### src/rtl/fetch_unit_pkg.sv
// Shared front-end constants: fetch FSM encoding, boot PC, instruction width,
// and the buffered instruction entry layout.
package fetch_unit_pkg;

  localparam int          ILEN         = 32;
  localparam logic [31:0] DEF_RESET_PC = 32'h0000_0000;
  localparam logic [31:0] NOP          = 32'h0000_0013;

  typedef enum logic [1:0] {
    S_BOOT  = 2'd0,
    S_FETCH = 2'd1,
    S_DRAIN = 2'd2
  } fetch_state_e;

  typedef struct packed {
    logic [31:0]     pc;
    logic [ILEN-1:0] inst;
  } ibuf_entry_t;

endpackage

### src/rtl/fetch_unit_fifo.sv
// Small synchronous FIFO (power-of-two depth) with flush; used both as the
// instruction buffer and as the in-flight PC tag queue.
module fetch_fifo #(
  parameter int DEPTH = 2,
  parameter int W     = 64
) (
  input  logic                       clk,
  input  logic                       rst_n,
  input  logic                       push,
  input  logic [W-1:0]               din,
  input  logic                       pop,
  input  logic                       flush,
  output logic [W-1:0]               dout,
  output logic [$clog2(DEPTH+1)-1:0] count,
  output logic                       empty,
  output logic                       full
);
  localparam int AW = $clog2(DEPTH);
  localparam int CW = $clog2(DEPTH+1);

  logic [DEPTH-1:0][W-1:0] mem;
  logic [AW-1:0]           rd_ptr, wr_ptr;
  logic                    do_push, do_pop;

  assign empty   = (count == '0);
  assign full    = (count == CW'(DEPTH));
  assign do_push = push & ~full;
  assign do_pop  = pop & ~empty;
  assign dout    = mem[rd_ptr];

  always_ff @(posedge clk or negedge rst_n) begin
    if (!rst_n) begin
      mem    <= '0;
      rd_ptr <= '0;
      wr_ptr <= '0;
      count  <= '0;
    end else if (flush) begin
      rd_ptr <= '0;
      wr_ptr <= '0;
      count  <= '0;
    end else begin
      if (do_push) begin
        mem[wr_ptr] <= din;
        wr_ptr      <= wr_ptr + AW'(1);
      end
      if (do_pop) rd_ptr <= rd_ptr + AW'(1);
      count <= count + CW'(do_push) - CW'(do_pop);
    end
  end

endmodule

### src/rtl/fetch_unit.sv
// Fetch stage: owns the PC, issues word fetches, buffers in-order responses
// for decode and discards responses made stale by a redirect.
module fetch_unit
  import fetch_unit_pkg::*;
#(
  parameter logic [31:0] RESET_PC   = DEF_RESET_PC,
  parameter int          FIFO_DEPTH = 2
) (
  input  logic        clk,
  input  logic        rst_n,
  output logic        imem_req_valid,
  input  logic        imem_req_ready,
  output logic [31:0] imem_req_addr,
  input  logic        imem_resp_valid,
  input  logic [31:0] imem_resp_data,
  input  logic        redirect_valid,
  input  logic [31:0] redirect_pc,
  output logic        inst_valid,
  input  logic        inst_ready,
  output logic [31:0] inst,
  output logic [31:0] inst_pc
);
  localparam int            CW      = $clog2(FIFO_DEPTH+1);
  localparam logic [CW:0]   DEPTH_X = (CW+1)'(FIFO_DEPTH);

  fetch_state_e state, state_nxt;
  logic [31:0]  pc, pc_nxt;
  logic [CW-1:0] outstanding, out_nxt, drop_cnt, drop_nxt;

  logic          req_acc, push_inst;
  ibuf_entry_t   ibuf_din, ibuf_dout;
  logic [CW-1:0] ibuf_count, tag_count;
  logic          ibuf_empty, ibuf_full, tag_empty, tag_full;
  logic [31:0]   tag_dout;

  // Credit check counts buffered plus in-flight so every response has a slot.
  assign imem_req_valid = (state == S_FETCH) &&
                          (({1'b0, ibuf_count} + {1'b0, outstanding}) < DEPTH_X);
  assign imem_req_addr  = pc;
  assign req_acc        = imem_req_valid & imem_req_ready;
  assign out_nxt        = outstanding + CW'(req_acc) - CW'(imem_resp_valid);
  assign push_inst      = imem_resp_valid & ~redirect_valid & (drop_cnt == '0);

  assign ibuf_din   = '{pc: tag_dout, inst: imem_resp_data};
  assign inst_valid = ~ibuf_empty;
  assign inst       = ibuf_dout.inst;
  assign inst_pc    = ibuf_dout.pc;

  fetch_fifo #(.DEPTH(FIFO_DEPTH), .W($bits(ibuf_entry_t))) u_ibuf (
    .clk   (clk),
    .rst_n (rst_n),
    .push  (push_inst),
    .din   (ibuf_din),
    .pop   (inst_valid & inst_ready),
    .flush (redirect_valid),
    .dout  (ibuf_dout),
    .count (ibuf_count),
    .empty (ibuf_empty),
    .full  (ibuf_full)
  );

  // Tags are popped by every response, dropped or not, so they stay aligned.
  fetch_fifo #(.DEPTH(FIFO_DEPTH), .W(32)) u_tagq (
    .clk   (clk),
    .rst_n (rst_n),
    .push  (req_acc),
    .din   (pc),
    .pop   (imem_resp_valid),
    .flush (1'b0),
    .dout  (tag_dout),
    .count (tag_count),
    .empty (tag_empty),
    .full  (tag_full)
  );

  always_ff @(posedge clk or negedge rst_n) begin
    if (!rst_n) begin
      state       <= S_BOOT;
      pc          <= RESET_PC;
      outstanding <= '0;
      drop_cnt    <= '0;
    end else begin
      state       <= state_nxt;
      pc          <= pc_nxt;
      outstanding <= out_nxt;
      drop_cnt    <= drop_nxt;
    end
  end

  always_comb begin
    state_nxt = state;
    pc_nxt    = pc;
    drop_nxt  = drop_cnt;
    if (redirect_valid) begin
      // Everything still in flight after this edge is stale.
      pc_nxt    = {redirect_pc[31:2], 2'b00};
      drop_nxt  = out_nxt;
      state_nxt = (out_nxt == '0) ? S_FETCH : S_DRAIN;
    end else begin
      case (state)
        S_BOOT:  state_nxt = S_FETCH;
        S_FETCH: if (req_acc) pc_nxt = pc + 32'd4;
        S_DRAIN: begin
          if (imem_resp_valid && drop_cnt != '0) drop_nxt = drop_cnt - CW'(1);
          if (drop_nxt == '0) state_nxt = S_FETCH;
        end
        default: state_nxt = S_BOOT;
      endcase
    end
  end

  a_out_max:  assert property (@(posedge clk) disable iff (!rst_n)
                {1'b0, outstanding} <= DEPTH_X);
  a_drop_le:  assert property (@(posedge clk) disable iff (!rst_n)
                drop_cnt <= outstanding);
  a_ibuf_ovf: assert property (@(posedge clk) disable iff (!rst_n)
                !(push_inst && ibuf_full));
  a_resp_orp: assert property (@(posedge clk) disable iff (!rst_n)
                !(imem_resp_valid && (outstanding == '0 || tag_empty)));
  a_tag_sync: assert property (@(posedge clk) disable iff (!rst_n)
                (tag_count == outstanding) && !(req_acc && tag_full));

endmodule

### config.mk
export PLATFORM = sky130hd
export DESIGN_NAME = fetch_unit
export DESIGN_NICKNAME = d
export VERILOG_FILES = /design/src/rtl/fetch_unit_pkg.sv /design/src/rtl/fetch_unit_fifo.sv /design/src/rtl/fetch_unit.sv
export SDC_FILE = /design/constraint.sdc
export NUM_CORES = 1
export LEC_CHECK = 0
export CAP_MARGIN = 10
export CORE_UTILIZATION = 58
export CTS_CLUSTER_SIZE = 40
export DETAILED_ROUTE_END_ITERATION = 7
export GPL_TIMING_DRIVEN = 0
export PLACE_DENSITY_LB_ADDON = 0.12
export SYNTH_ARGS = -nofsm -noshare
export SYNTH_HDL_FRONTEND = slang
export SYNTH_SLANG_ARGS = --single-unit
### constraint.sdc
create_clock -name clk -period 4.4 [get_ports clk]
set_input_delay 0.44 -clock clk [delete_from_list [all_inputs] [get_ports clk]]
set_output_delay 0.44 -clock clk [all_outputs]
set_load 0.01 [all_outputs]
Word level (Yosys, flattened, before mapping):

Index checks and enable logic that the tools add are counted.

* reductions and logical operators: 19
* muxes and demuxes: 27
* add/subtract/negate cells: 13
* bitwise logic cells: 13
* magnitude comparators: 7
* equality and inequality tests: 6

Operators with widths (count)
* 32-bit 2-to-1 mux: 6
* 64-bit 2-to-1 mux: 3
* 128-bit bitwise mux: 1
* 64-bit bitwise mux: 1
* 64-bit demux with 1-bit select: 1
* 32-bit by 3-bit adder with 32-bit output (second input constant): 1
* 32-bit demux with 1-bit select: 1
* 2-bit 2-to-1 mux: 9
* 2-bit zero test: 6
* 2-bit nonzero test: 6
* 1-bit AND: 8
* 1-bit by 2-bit < comparator with 1-bit output (second input constant): 4
* 2-bit by 1-bit adder with 2-bit output: 3
* 2-bit equality test (second input constant): 3
* 2-bit one-hot mux with 3 select lines: 1
* 2-bit AND reduction: 3
* 2-bit by 1-bit subtractor with 2-bit output: 3
* 1-bit NOT: 5
* 1-bit adder (second input constant): 4
* 1-bit logical AND: 4
* 1-bit 2-to-1 mux: 4
* 2-bit by 2-bit adder with 3-bit output: 1
* 3-bit by 2-bit < comparator with 1-bit output (second input constant): 1
* 3-bit inequality test (second input constant): 1
* 4 further kinds: 5

* word-level logic and storage cells: 99
* output and inout port bits: 98
* input bits: 70
* flip-flop bits (word level): 238

Depth between registers and ports, before layout:

* depth in word-level cells: 9
* depth in mapped cells: 13
* depth with buffers taken out: 12

Hierarchy:

Synthesis repeated with hierarchy kept, for this count alone.

* cells, all modules: 806
* area total of the unflattened synthesis: 10978.0 um2

By module, submodules not included
* fetch_fifo (u_ibuf): sequential area each 3303.2 um2, instances 1, area each 5743.0 um2, cells an instance 365
* fetch_fifo (u_tagq): sequential area each 1701.6 um2, instances 1, area each 2996.6 um2, cells an instance 195
* fetch_unit: sequential area each 900.9 um2, instances 1, area each 2238.4 um2, cells an instance 246

Least setup slack after synthesis:

Ideal clock, no wire load.

* kind: reg-to-reg
* start: register u_ibuf.count[0]
* end: register state[1]
* setup time: 135 ps
* stages on the path, launching flop included: 14
* slack: 1402 ps
* period minus slack after synthesis: 2998 ps
* required time: 4265 ps
* buffers on the path: 1
* arrival time: 2863 ps
* cell sequence: dfrtp_1 -> and2_1 -> fa_1 -> or4b_1 -> buf_2 -> inv_2 -> nand2_1 -> ha_1 -> inv_1 -> ha_1 -> xnor2_1 -> xnor2_1 -> o21ai_0 -> o41ai_1

* cells in the longest elaborated chain, start to end: 9

Ends and longest elaborated chain
* from (decl): line fetch_unit_fifo.sv:14 `output logic [$clog2(DEPTH+1)-1:0] count,`
* from (signal assigned): line fetch_unit_fifo.sv:47 `count <= count + CW'(do_push) - CW'(do_pop);`
* 2-bit by 2-bit adder with 3-bit output: line fetch_unit.sv:38 `(({1'b0, ibuf_count} + {1'b0, outstanding}) < DEPTH_X);`
* 3-bit by 2-bit < comparator with 1-bit output: line fetch_unit.sv:38
* 1-bit logical AND: line fetch_unit.sv:37 `assign imem_req_valid = (state == S_FETCH) &&`
* via imem_req_valid: line fetch_unit.sv:11 `output logic imem_req_valid,`
* 1-bit AND: line fetch_unit.sv:40 `assign req_acc = imem_req_valid & imem_req_ready;`
* 2-bit by 1-bit adder with 2-bit output: line fetch_unit.sv:41 `assign out_nxt = outstanding + CW'(req_acc) - CW'(imem_resp_valid);`
* 2-bit by 1-bit subtractor with 2-bit output: line fetch_unit.sv:41
* via out_nxt[1]: line fetch_unit.sv:28 `logic [CW-1:0] outstanding, out_nxt, drop_cnt, drop_nxt;`
* 2-bit zero test: line fetch_unit.sv:98 `state_nxt = (out_nxt == '0) ? S_FETCH : S_DRAIN;`
* 2-bit 2-to-1 mux: line fetch_unit.sv:98
* 2-bit 2-to-1 mux: line fetch_unit.sv:94 `if (redirect_valid) begin`
* to (signal assigned): line fetch_unit.sv:83 `state <= state_nxt;`
* to (decl): line fetch_unit.sv:26 `fetch_state_e state, state_nxt;`

The timed path passes the listed nets, and every way through them passes these cells.
A chain may end at the register's enable or synchronous reset.

Worst setup path in the final report:

* start: register u_ibuf.count[0]
* end: output imem_req_valid

* cells in the longest elaborated chain, start to end: 3

Ends and longest elaborated chain (line)
* 2-bit by 2-bit adder with 3-bit output: fetch_unit.sv:38
* 3-bit by 2-bit < comparator with 1-bit output: fetch_unit.sv:38
* 1-bit logical AND: fetch_unit.sv:37
* to (decl): fetch_unit.sv:11

No other way between the ends.

==> impl_metrics.toml <==
[worst_setup_path]
critPathMaxStageDelay_ps = 560
critPathLaunchType = "flop"
worstPathMaxFanout = 8
r2r_end = "state[1]"
endpoint_kind = "output pin"
worstPathArrival_ps = 2870
crit_chain = "and2_1 -> fa_1 -> or4b_1 -> buf_2 -> inv_2 -> clkdlybuf4s50_1"
required_ps = 3960
path_buf_inv = 3
timing.rr.start = "u_ibuf.count[0]"
rr_worst_depth = 13
path_delay_family = "buffers and inverters"
critPathKind = "flop to output pin"
r2r_slack_ps = 1090
critical_path.slowest_cell = "clkdlybuf4s50_1"

[clocking]
htreeDepth = 1
cts_resized = 0
cts_tree = "done"
path_clk_slew_ps = 60
clock-sinks = 228
post-cts-setup-buffers = 0
root_buffer = "clkbuf_16"
clkLatencyLatePin_ps = 510
holdBufCountCts = 1
cts_buffer_depth = 3
cts_buffers = 24

[synthesis]
yosys_warnings = 0
synth_edf_count = 0
async_reset_ff_share_pct = 100
synth.cells.most_frequent = "mux2_2 (277), dfrtp_1 (228), clkbuf_1 (27), nand2_1 (26), nor2_1 (20)"
synth_area_leader_cell = "dfrtp_1"
synth-seq-cells = 228
synth_cell_types = 43
synthTopCellsByArea = "dfrtp_1 (55%), mux2_2 (30%), o31ai_1 (1.0%)"
syn-cell-area_sq_mm = 0.0104
synth_area_per_cell_sq_um = 13.5
syn_inst = 776
synth_seq_area_share_pct = 54.6
yosysMostFrequentCell = "mux2_2"
synthFlopType = "dfrtp_1"
yosys.area.top_type_share_pct = 54.6

[sta]
holdWs_ps = 487
maxSlewHeadroom_pct = 48.6
tightest_slew_ps = 771
period_needed_ps = 3310
slew_viol_final = 0
finalClockSkew_ps = 15.0
setup_violations = 0
max_freq_mhz = 302
min_period_over_period_pct = 75.3
rsz0062_at_grt = "false"
final_hold_viol_count = 0

[worst_hold_path]
min_path_type = "input pin to flop"
min_from = "imem_req_ready"
whs_path_depth = 4
min_to = "imem_req_addr[9]"

[finish]
drive_gt1_share_pct = 34.2
area_growth_pct = 25.7
diodes = 0
utilization_pct = 75.4
fin_area_sq_mm = 0.0131
layout.nets = 1047
fin_cells = 1207

[pwr]
total_power_mw = 8.64
p_leak_nw = 5.75
p_per_area_mw_per_mm2 = 658
worst_ir_drop_vdd_mv = 0.384
p_sw_share_pct = 29.8
p_clk_share_pct = 21.8
p_seq_share_pct = 39.4
p_sw_mw = 2.57
internal-power_mw = 6.07
power_frac_comb_pct = 38.8

[placed_design]
routabilityCongestion = 0.871
hpwl_microns = 16700
port_buffers = 160
dp_cells = 1166
placed_area_sq_mm = 0.0124

[floorplan]
die_w_microns = 136
die_h_microns = 136
rows = 48
start_util_pct = 60.0
ios = 168
die_area_sq_mm = 0.0185
core_sq_mm = 0.0174

[detailed_routing]
routed_wl_microns = 24000
vias_per_cell = 5.85
ant_nets = 0
routedWlPerCell_microns = 19.9
dr.first_iter.drc_count = 366
firstDrtPassIters = 5
drc = 0
vias = 7065

[global_route]
grt_pass1_vias = 7701
grt_max_degree = 133
track_usage_pct = 26.8
grt_pass1_wl_microns = 39000
overflow = 0
antenna_found_initial = 0

[run_status]
status = "finished clean"

[run]
max_cap_violations = 0
==> per-stage QoR <==
stage                     setup TNS, ps  worst slack (ps)
after floorplan                       0              1400
after global placement         -1346220             -5920
after detailed placement              0              1130
after CTS                             0              1070
after global routing                  0               864
final                                 0              1090
==> tightest hold or removal path: stages <==
cell and delay, ps:
clkbuf_1 190, nand4_1 140, xnor2_1 110, o21ai_0 60
==> sequential cells by signal (all words and copies together), names as in the netlist <==
name and flops:
u_ibuf.mem 124, outstanding 2, u_tagq.mem 60, imem_req_addr 30
state 2, u_tagq.count 2, u_ibuf.wr_ptr 1, u_tagq.rd_ptr 1
u_tagq.wr_ptr 1, u_ibuf.count 2, drop_cnt 2, u_ibuf.rd_ptr 1
==> cell families after synthesis <==
| group | Yosys count | synth area share (%) |
|---|---|---|
| AOI/OAI and AO/OA | 58 | 3.79 |
| xor gates and xnor gates | 19 | 1.59 |
| adders and majority gates | 9 | 1.15 |
| buffers and inverters | 63 | 2.58 |
| DFF | 228 | 54.6 |
| muxes | 278 | 30.0 |
| other | 1 | 0.0359 |
| and+or+nand+nor | 120 | 6.28 |
==> metal layers <==
| layer | share of wire [%] | track usage, % | vias up |
|---|---|---|---|
| met5 | 0 | 0 | - |
| met4 | 2.4 | 8.09 | 0 |
| met3 | 5.8 | 4.25 | 55 |
| met2 | 50 | 46.0 | 254 |
| met1 | 42 | 34.9 | 3574 |
| li1 | - | - | 3182 |
==> area by class of cell <==
class | count | area [sq um]
Timing Repair Buffer | 163 | 1650
Multi-Input combinational cell | 488 | 4490
Inverter | 13 | 48.8
Clock buffer | 38 | 724
Clock inverter | 2 | 10.0
Tap cell | 225 | 282
Fill cell | 1108 | 4290
Sequential cell | 228 | 5710
Buffer | 50 | 220
==> cells in the final DEF (no fill, tap or decap), types with 12 or more instances in the layout <==
master,count
nand2_1,26
o21ai_0,15
clkbuf_1,35
xnor2_1,12
buf_2,14
clkbuf_16,25
dfrtp_1,228
a31oi_1,16
clkdlybuf4s50_1,159
mux2_2,277
nand3_1,12
o31ai_1,14
nor2_1,20
or4_1,14
==> power by group through the flow <==
stage	logic (mW)	clock network, mW	registers [mW]
2_1_floorplan	2.09	0	3.26
3_3_place_gp	3.23	0	3.34
3_5_place_dp	3.35	0	3.42
4_1_cts	3.39	1.92	3.39
5_1_grt	3.61	2.01	3.51
6_report	3.35	1.88	3.40
==> how the worst max path moves through the flow <==
stage	startpoint	to	cells past startpoint
floorplan	u_ibuf.count[0]	state[1]	13
detailed placement	outstanding[0]	state[1]	13
CTS	u_ibuf.count[0]	imem_req_valid	6
global placement	rst_n	u_ibuf.mem[27]	1
global route	u_ibuf.count[0]	state[1]	13
finish	u_ibuf.count[0]	imem_req_valid	6
Power figures use the tool's default switching activity.
